--- src/rtl/ex_operand_stage.sv ---
// ID/EX operand stage: registers decoded ID fields, forwards from EX/MEM and MEM/WB, drives ALU operands.
// Latency: one cycle from ID capture to ALU_DATA1/ALU_DATA2/ALU_SELECT; forwarding and HAZARD_STALL are combinational.
// Backpressure: EXT_STALL holds the stage; a load-use hazard raises HAZARD_STALL and loads one bubble; FLUSH overrides both.
module ex_operand_stage #(
  parameter int XLEN       = 32,
  parameter int REG_ADDR_W = 5,
  parameter int SEL_W      = 5
) (
  input  logic                  CLK,
  input  logic                  RESET,
  input  logic                  ID_VALID,
  input  logic [XLEN-1:0]       ID_PC,
  input  logic [XLEN-1:0]       ID_RS1_DATA,
  input  logic [XLEN-1:0]       ID_RS2_DATA,
  input  logic [XLEN-1:0]       ID_IMM,
  input  logic [REG_ADDR_W-1:0] ID_RS1_ADDR,
  input  logic [REG_ADDR_W-1:0] ID_RS2_ADDR,
  input  logic [REG_ADDR_W-1:0] ID_RD_ADDR,
  input  logic [SEL_W-1:0]      ID_ALU_SELECT,
  input  logic                  ID_OP1_SEL,
  input  logic                  ID_OP2_SEL,
  input  logic                  ID_REG_WRITE,
  input  logic                  ID_MEM_READ,
  input  logic                  ID_MEM_WRITE,
  input  logic                  EXMEM_REG_WRITE,
  input  logic [REG_ADDR_W-1:0] EXMEM_RD_ADDR,
  input  logic [XLEN-1:0]       EXMEM_RESULT,
  input  logic                  MEMWB_REG_WRITE,
  input  logic [REG_ADDR_W-1:0] MEMWB_RD_ADDR,
  input  logic [XLEN-1:0]       MEMWB_RESULT,
  input  logic                  FLUSH,
  input  logic                  EXT_STALL,
  output logic [XLEN-1:0]       ALU_DATA1,
  output logic [XLEN-1:0]       ALU_DATA2,
  output logic [SEL_W-1:0]      ALU_SELECT,
  output logic [XLEN-1:0]       EX_PC,
  output logic [XLEN-1:0]       EX_STORE_DATA,
  output logic [REG_ADDR_W-1:0] EX_RD_ADDR,
  output logic                  EX_REG_WRITE,
  output logic                  EX_MEM_READ,
  output logic                  EX_MEM_WRITE,
  output logic                  EX_VALID,
  output logic                  HAZARD_STALL
);

  // Registered ID/EX fields
  logic [XLEN-1:0]       pc_q;
  logic [XLEN-1:0]       rs1_data_q;
  logic [XLEN-1:0]       rs2_data_q;
  logic [XLEN-1:0]       imm_q;
  logic [REG_ADDR_W-1:0] rs1_addr_q;
  logic [REG_ADDR_W-1:0] rs2_addr_q;
  logic [REG_ADDR_W-1:0] rd_addr_q;
  logic [SEL_W-1:0]      sel_q;
  logic                  op1_sel_q;
  logic                  op2_sel_q;
  logic                  reg_write_q;
  logic                  mem_read_q;
  logic                  mem_write_q;
  logic                  valid_q;

  // Combinational helpers
  logic [XLEN-1:0] rs1_fwd;
  logic [XLEN-1:0] rs2_fwd;
  logic            hazard;
  logic            rs1_uses_ld;
  logic            rs2_uses_ld;

  // Load-use detection against the load currently in EX; a flushed ID slot never stalls
  always_comb begin
    hazard      = 1'b0;
    rs1_uses_ld = (!ID_OP1_SEL) && (ID_RS1_ADDR == rd_addr_q);
    // stores need rs2 as store data even when the ALU takes the immediate
    rs2_uses_ld = (!ID_OP2_SEL || ID_MEM_WRITE) && (ID_RS2_ADDR == rd_addr_q);
    if (valid_q && mem_read_q && (rd_addr_q != '0) && ID_VALID && !FLUSH) begin
      hazard = rs1_uses_ld || rs2_uses_ld;
    end
  end

  // rs1 forwarding: EX/MEM is the younger producer so it wins; x0 never forwards
  always_comb begin
    rs1_fwd = rs1_data_q;
    if (EXMEM_REG_WRITE && (EXMEM_RD_ADDR != '0) && (EXMEM_RD_ADDR == rs1_addr_q)) begin
      rs1_fwd = EXMEM_RESULT;
    end else if (MEMWB_REG_WRITE && (MEMWB_RD_ADDR != '0) && (MEMWB_RD_ADDR == rs1_addr_q)) begin
      rs1_fwd = MEMWB_RESULT;
    end
  end

  // rs2 forwarding: same priority as rs1
  always_comb begin
    rs2_fwd = rs2_data_q;
    if (EXMEM_REG_WRITE && (EXMEM_RD_ADDR != '0) && (EXMEM_RD_ADDR == rs2_addr_q)) begin
      rs2_fwd = EXMEM_RESULT;
    end else if (MEMWB_REG_WRITE && (MEMWB_RD_ADDR != '0) && (MEMWB_RD_ADDR == rs2_addr_q)) begin
      rs2_fwd = MEMWB_RESULT;
    end
  end

  // Stage register: flush > external stall (hold) > hazard bubble > normal capture
  always_ff @(posedge CLK or negedge RESET) begin
    if (!RESET) begin
      pc_q        <= '0;
      rs1_data_q  <= '0;
      rs2_data_q  <= '0;
      imm_q       <= '0;
      rs1_addr_q  <= '0;
      rs2_addr_q  <= '0;
      rd_addr_q   <= '0;
      sel_q       <= '0;
      op1_sel_q   <= 1'b0;
      op2_sel_q   <= 1'b0;
      reg_write_q <= 1'b0;
      mem_read_q  <= 1'b0;
      mem_write_q <= 1'b0;
      valid_q     <= 1'b0;
    end else if (FLUSH || (!EXT_STALL && hazard)) begin
      // bubble: kill every control that could cause a side effect; datapath fields are don't-care
      valid_q     <= 1'b0;
      reg_write_q <= 1'b0;
      mem_read_q  <= 1'b0;
      mem_write_q <= 1'b0;
      sel_q       <= '0;
      rd_addr_q   <= '0;
    end else if (!EXT_STALL) begin
      pc_q        <= ID_PC;
      rs1_data_q  <= ID_RS1_DATA;
      rs2_data_q  <= ID_RS2_DATA;
      imm_q       <= ID_IMM;
      rs1_addr_q  <= ID_RS1_ADDR;
      rs2_addr_q  <= ID_RS2_ADDR;
      rd_addr_q   <= ID_RD_ADDR;
      sel_q       <= ID_ALU_SELECT;
      op1_sel_q   <= ID_OP1_SEL;
      op2_sel_q   <= ID_OP2_SEL;
      reg_write_q <= ID_REG_WRITE;
      mem_read_q  <= ID_MEM_READ;
      mem_write_q <= ID_MEM_WRITE;
      valid_q     <= ID_VALID;
    end
  end

  // Operand muxing and output drive
  always_comb begin
    ALU_DATA1     = op1_sel_q ? pc_q : rs1_fwd;
    ALU_DATA2     = op2_sel_q ? imm_q : rs2_fwd;
    EX_STORE_DATA = rs2_fwd;
    ALU_SELECT    = sel_q;
    EX_PC         = pc_q;
    EX_RD_ADDR    = rd_addr_q;
    EX_REG_WRITE  = reg_write_q;
    EX_MEM_READ   = mem_read_q;
    EX_MEM_WRITE  = mem_write_q;
    EX_VALID      = valid_q;
    HAZARD_STALL  = hazard;
  end

endmodule

--- config.mk ---
export PLATFORM = sky130hd
export DESIGN_NAME = ex_operand_stage
export DESIGN_NICKNAME = d
export VERILOG_FILES = /design/src/rtl/ex_operand_stage.sv
export SDC_FILE = /design/constraint.sdc
export NUM_CORES = 1
export LEC_CHECK = 0
export CAP_MARGIN = 40
export CORE_MARGIN = 2
export CORE_UTILIZATION = 39
export CTS_CLUSTER_DIAMETER = 60
export DETAILED_ROUTE_END_ITERATION = 16
export PLACE_DENSITY = 0.88
export SYNTH_ARGS = -nofsm -noshare
export SYNTH_HDL_FRONTEND = slang
export SYNTH_SLANG_ARGS = --single-unit
--- constraint.sdc ---
create_clock -name CLK -period 2.05 [get_ports CLK]
set_input_delay 0.41 -clock CLK [delete_from_list [all_inputs] [get_ports CLK]]
set_output_delay 0.41 -clock CLK [all_outputs]
set_load 0.01 [all_outputs]
==> summary.md <==
| Metric | Value |
|---|---|
| Crit Path Class | flop to output port |
| Die width | 151.6 µm |
| Register area share after synthesis | 0.4537 |
| Power, Total | 12440 µW |
| Startpoint Class | flop |
| Sink Count | 154 |
| Max Freq | 0.3236 GHz |
| Crit-path max FO | 7 |
| Worst EP arrival | 2.68 ns |
| Avg Cell Area, Syn | 10.46 µm² |
| Final wirelength | 47000 µm |
| Final Hold Fails | 0 |
| Largest net degree at the start of global routing | 65 |
| Initial core utilization | 0.4002 |
| Syn Nets | 1046 |
| Slew HR | 0.7336 |
| Detail Route Antenna Nets | 0 |
| Root buf cell | clkbuf_16 |
| Path category of the worst min-delay check | input port to flop |
| Mean routed wirelength per cell | 28.55 µm |
| Post-Synthesis Cells | 812 |
| Share of cells above drive strength 1 | 0.5245 |
| RSZ-0062 raised after global routing | true |
| Worst vdd ir | 0.6442 mV |
| Chip height | 151.6 µm |
| Final worst setup slack | -1.041 ns |
| Filler cells | 1045 |
| Slew @ Worst Pin | 0.3995 ns |
| Pre-antenna DRT Iters | 6 |
| Vias/cell | 6.035 |
| Syn. warnings | 0 |
| Worst setup EP type | output port |
| Port bufs | 376 |
| Outcome | finished, violations left |
| P_sw | 4122 µW |
| CTS tree | built |
| Pins over their slew limit | 0 |
| Yosys reg bits | 154 |
| Fraction of registers with async set/reset | 1.000 |
| Multi-input logic area | 0.006466 mm² |
| Clock latency on the worst-skew pair | 0.43 ns |
| Register area | 0.003864 mm² |
| Internal | 8320 µW |
| I/O pin cnt | 377 |
| Crit share post-route | 1.508 |
| Sw frac | 0.3313 |
| Final Util | 0.8235 |
| Critical Path RT | 1.64 ns |
| Clock Path Buffers | 2 |
| Grt ovf | 0 |
| Clock buffers created by TritonCTS | 17 |
| Clk_skew | 0.01297 ns |
| Placed cell area | 0.01389 mm² |
| Mapped Area | 0.008493 mm² |
| H-tree depth | 4 |
| Fin crit period | 3.091 ns |
| Number of core rows | 53 |
| Number of synthesized flops with an enable pin | 0 |
| LEAKAGE | 0.007638 µW |
| GPL Wtd Cong | 0.8610 |
| Final instance area | 0.01748 mm² |
| Initial antenna violation count | 5 |
| Failing checks | negative setup slack |
| Gate power share | 0.412 |
| Max-cap viol count | 0 |
| Initial drt markers | 643 |
| Final nets | 1587 |
| Vias | 9933 |
| Final setup fails | 237 |
| Layout area overhead | 105.8% |
| Netlist cell types | 38 |
| Detailed placer's ending HPWL | 25750 µm |
| Total Die Area | 0.02297 mm² |
| # DRC | 0 |
| First-pass GRT wire length | 58000 µm |
| Sequential fraction of design power | 0.316 |
| GRT Total Usage | 0.3376 |
| Vias in the first global route | 10004 |
| Core area | 0.02122 mm² |
| Pwr dens | 712.0 mW/mm² |
| Clk pwr share | 0.272 |
| Prevailing post-synth register cell | dfrtp_1 |
| Worst-path clk slew | 0.06 ns |
## metal layers
metal | vias up | GRT usage | share of wire
met1 | 4956 | 0.3881 | 0.36
met4 | 2 | 0.1824 | 0.066
li1 | 4060 | - | -
met2 | 692 | 0.5792 | 0.49
met3 | 223 | 0.08383 | 0.084
met5 | - | 0 | 0.00028
## path summary, 6_finish.rpt
| path | to | depth (start not counted) | startpoint | slack (ns) |
|---|---|---|---|---|
| max | EX_STORE_DATA[10] | 9 | rs2_addr_q[3] | -1.04 |
| min | rs1_addr_q[0] | 2 | ID_RS1_ADDR[0] | 0.45 |
| max reg2reg | EX_PC[6] | 10 | EX_RD_ADDR[3] | -0.52 |
| min reg2reg | ALU_SELECT[1] | 1 | ALU_SELECT[1] | 0.50 |
| max in group asynchronous | rs2_data_q[15] | 3 | RESET | 0.88 |
| min in group asynchronous | EX_PC[30] | 2 | RESET | 0.46 |
## critical path, cell delays in order, from the launching register on
cell and delay [ns]:
dfrtp_1 0.44, xnor2_1 0.25, nand3_2 0.15, or3_4 0.39
buf_12 0.16, buf_4 0.13, buf_6 0.11, a221oi_4 0.32
nor2_2 0.13, buf_2 0.16
## power groups by stage
stage / clock network, µW / registers (µW) / logic [µW]
2_1_floorplan: 0 / 3780 / 1810
3_3_place_gp: 0 / 3810 / 4010
3_5_place_dp: 0 / 3840 / 4090
4_1_cts: 3350 / 3850 / 4270
5_1_grt: 3500 / 3950 / 5330
6_report: 3390 / 3930 / 5130
## kinds of logic (layout without fill, tap and decap cells)
logic type | after synthesis | after routing | share of synthesized area
compound gates | 151 | 151 | 0.1391
buf+inv | 75 | 627 | 0.04803
flops | 154 | 154 | 0.4537
xor+xnor | 29 | 29 | 0.02991
other cells | 0 | 6 | 0
simple gates | 263 | 264 | 0.1439
mux | 140 | 140 | 0.1853
## registers in the layout (all words and copies together), names as in the netlist
name          flops
rs2_addr_q        5
rs2_data_q       32
ALU_SELECT        5
EX_MEM_READ       1
rs1_addr_q        5
EX_RD_ADDR        5
EX_VALID          1
op1_sel_q         1
EX_MEM_WRITE      1
rs1_data_q       32
EX_PC            32
imm_q            32
EX_REG_WRITE      1
op2_sel_q         1
## synthesized netlist by cell type (all sizes together) (2+ instances only)
| library cell | n | area share |
|---|---|---|
| a211oi | 31 | 0.027 |
| a21oi | 4 | 0.0024 |
| a221oi | 33 | 0.034 |
| a32o | 6 | 0.0071 |
| and2 | 2 | 0.0015 |
| and3 | 61 | 0.045 |
| buf | 30 | 0.028 |
| clkbuf | 40 | 0.018 |
| dfrtp | 154 | 0.45 |
| inv | 5 | 0.0022 |
| mux2 | 138 | 0.18 |
| mux2i | 2 | 0.0024 |
| nand2 | 75 | 0.033 |
| nand3 | 2 | 0.0012 |
| nand3b | 7 | 0.0062 |
| nor2 | 102 | 0.045 |
| nor3 | 2 | 0.0012 |
| nor4 | 4 | 0.0044 |
| o21ai | 6 | 0.0035 |
| o22ai | 2 | 0.0015 |
| o31ai | 62 | 0.055 |
| o41ai | 2 | 0.0021 |
| or2 | 2 | 0.0015 |
| or4 | 3 | 0.0027 |
| xnor2 | 15 | 0.015 |
| xor2 | 14 | 0.014 |
## through the flow
stage                     setup slack (ns)  hold WS, ns  instances  setup TNS (ns)
after floorplan                    -0.2248       0.1144        812          -18.16
after global placement              -1.491       0.3430       1488         -196.53
after detailed placement            -1.529       0.3412       1489         -203.52
after CTS                          -0.8917       0.4425       1587         -112.42
after global routing                -1.082       0.4376       1644         -152.35
final                               -1.041       0.4516       1646         -143.96
## area by class of cell
cell class	instances	area share
multi-input combinational	584	0.3700
antenna	6	0.0008592
clock inverter	10	0.008091
sequential	154	0.2211
clock buffer	21	0.02692
tap	275	0.01969
timing repair buffer	591	0.3523
inverter	5	0.001074
## placed cells by master, fill, tap and decap left out, drive strengths merged, types with 3 or more instances in the layout
cell type	instances
o21ai	6
nand3b	7
xnor2	15
a32o	6
clkinv	4
bufinv	3
a211oi	31
or4	3
a21oi	4
dfrtp	154
clkdlybuf4s50	264
nor2	103
mux2	138
nand2	75
o31ai	62
and3	61
buf	304
diode	6
dlymetal6s2s	3
inv	6
clkbuf	36
nor4	4
dlygate4sd2	4
a221oi	33
xor2	14
## what timing repair did
action | 4_1_cts | 5_1_grt
resized for setup | 609 | 250
hold endpoints to repair | 38 | 0
cloned | 9 | 17
buffers inserted | 59 | 38
hold buffers | 1 | 0
pin swaps | 107 | 47
endpoints found under the setup margin | 237 | 238
(Power assumes the default switching activity.)
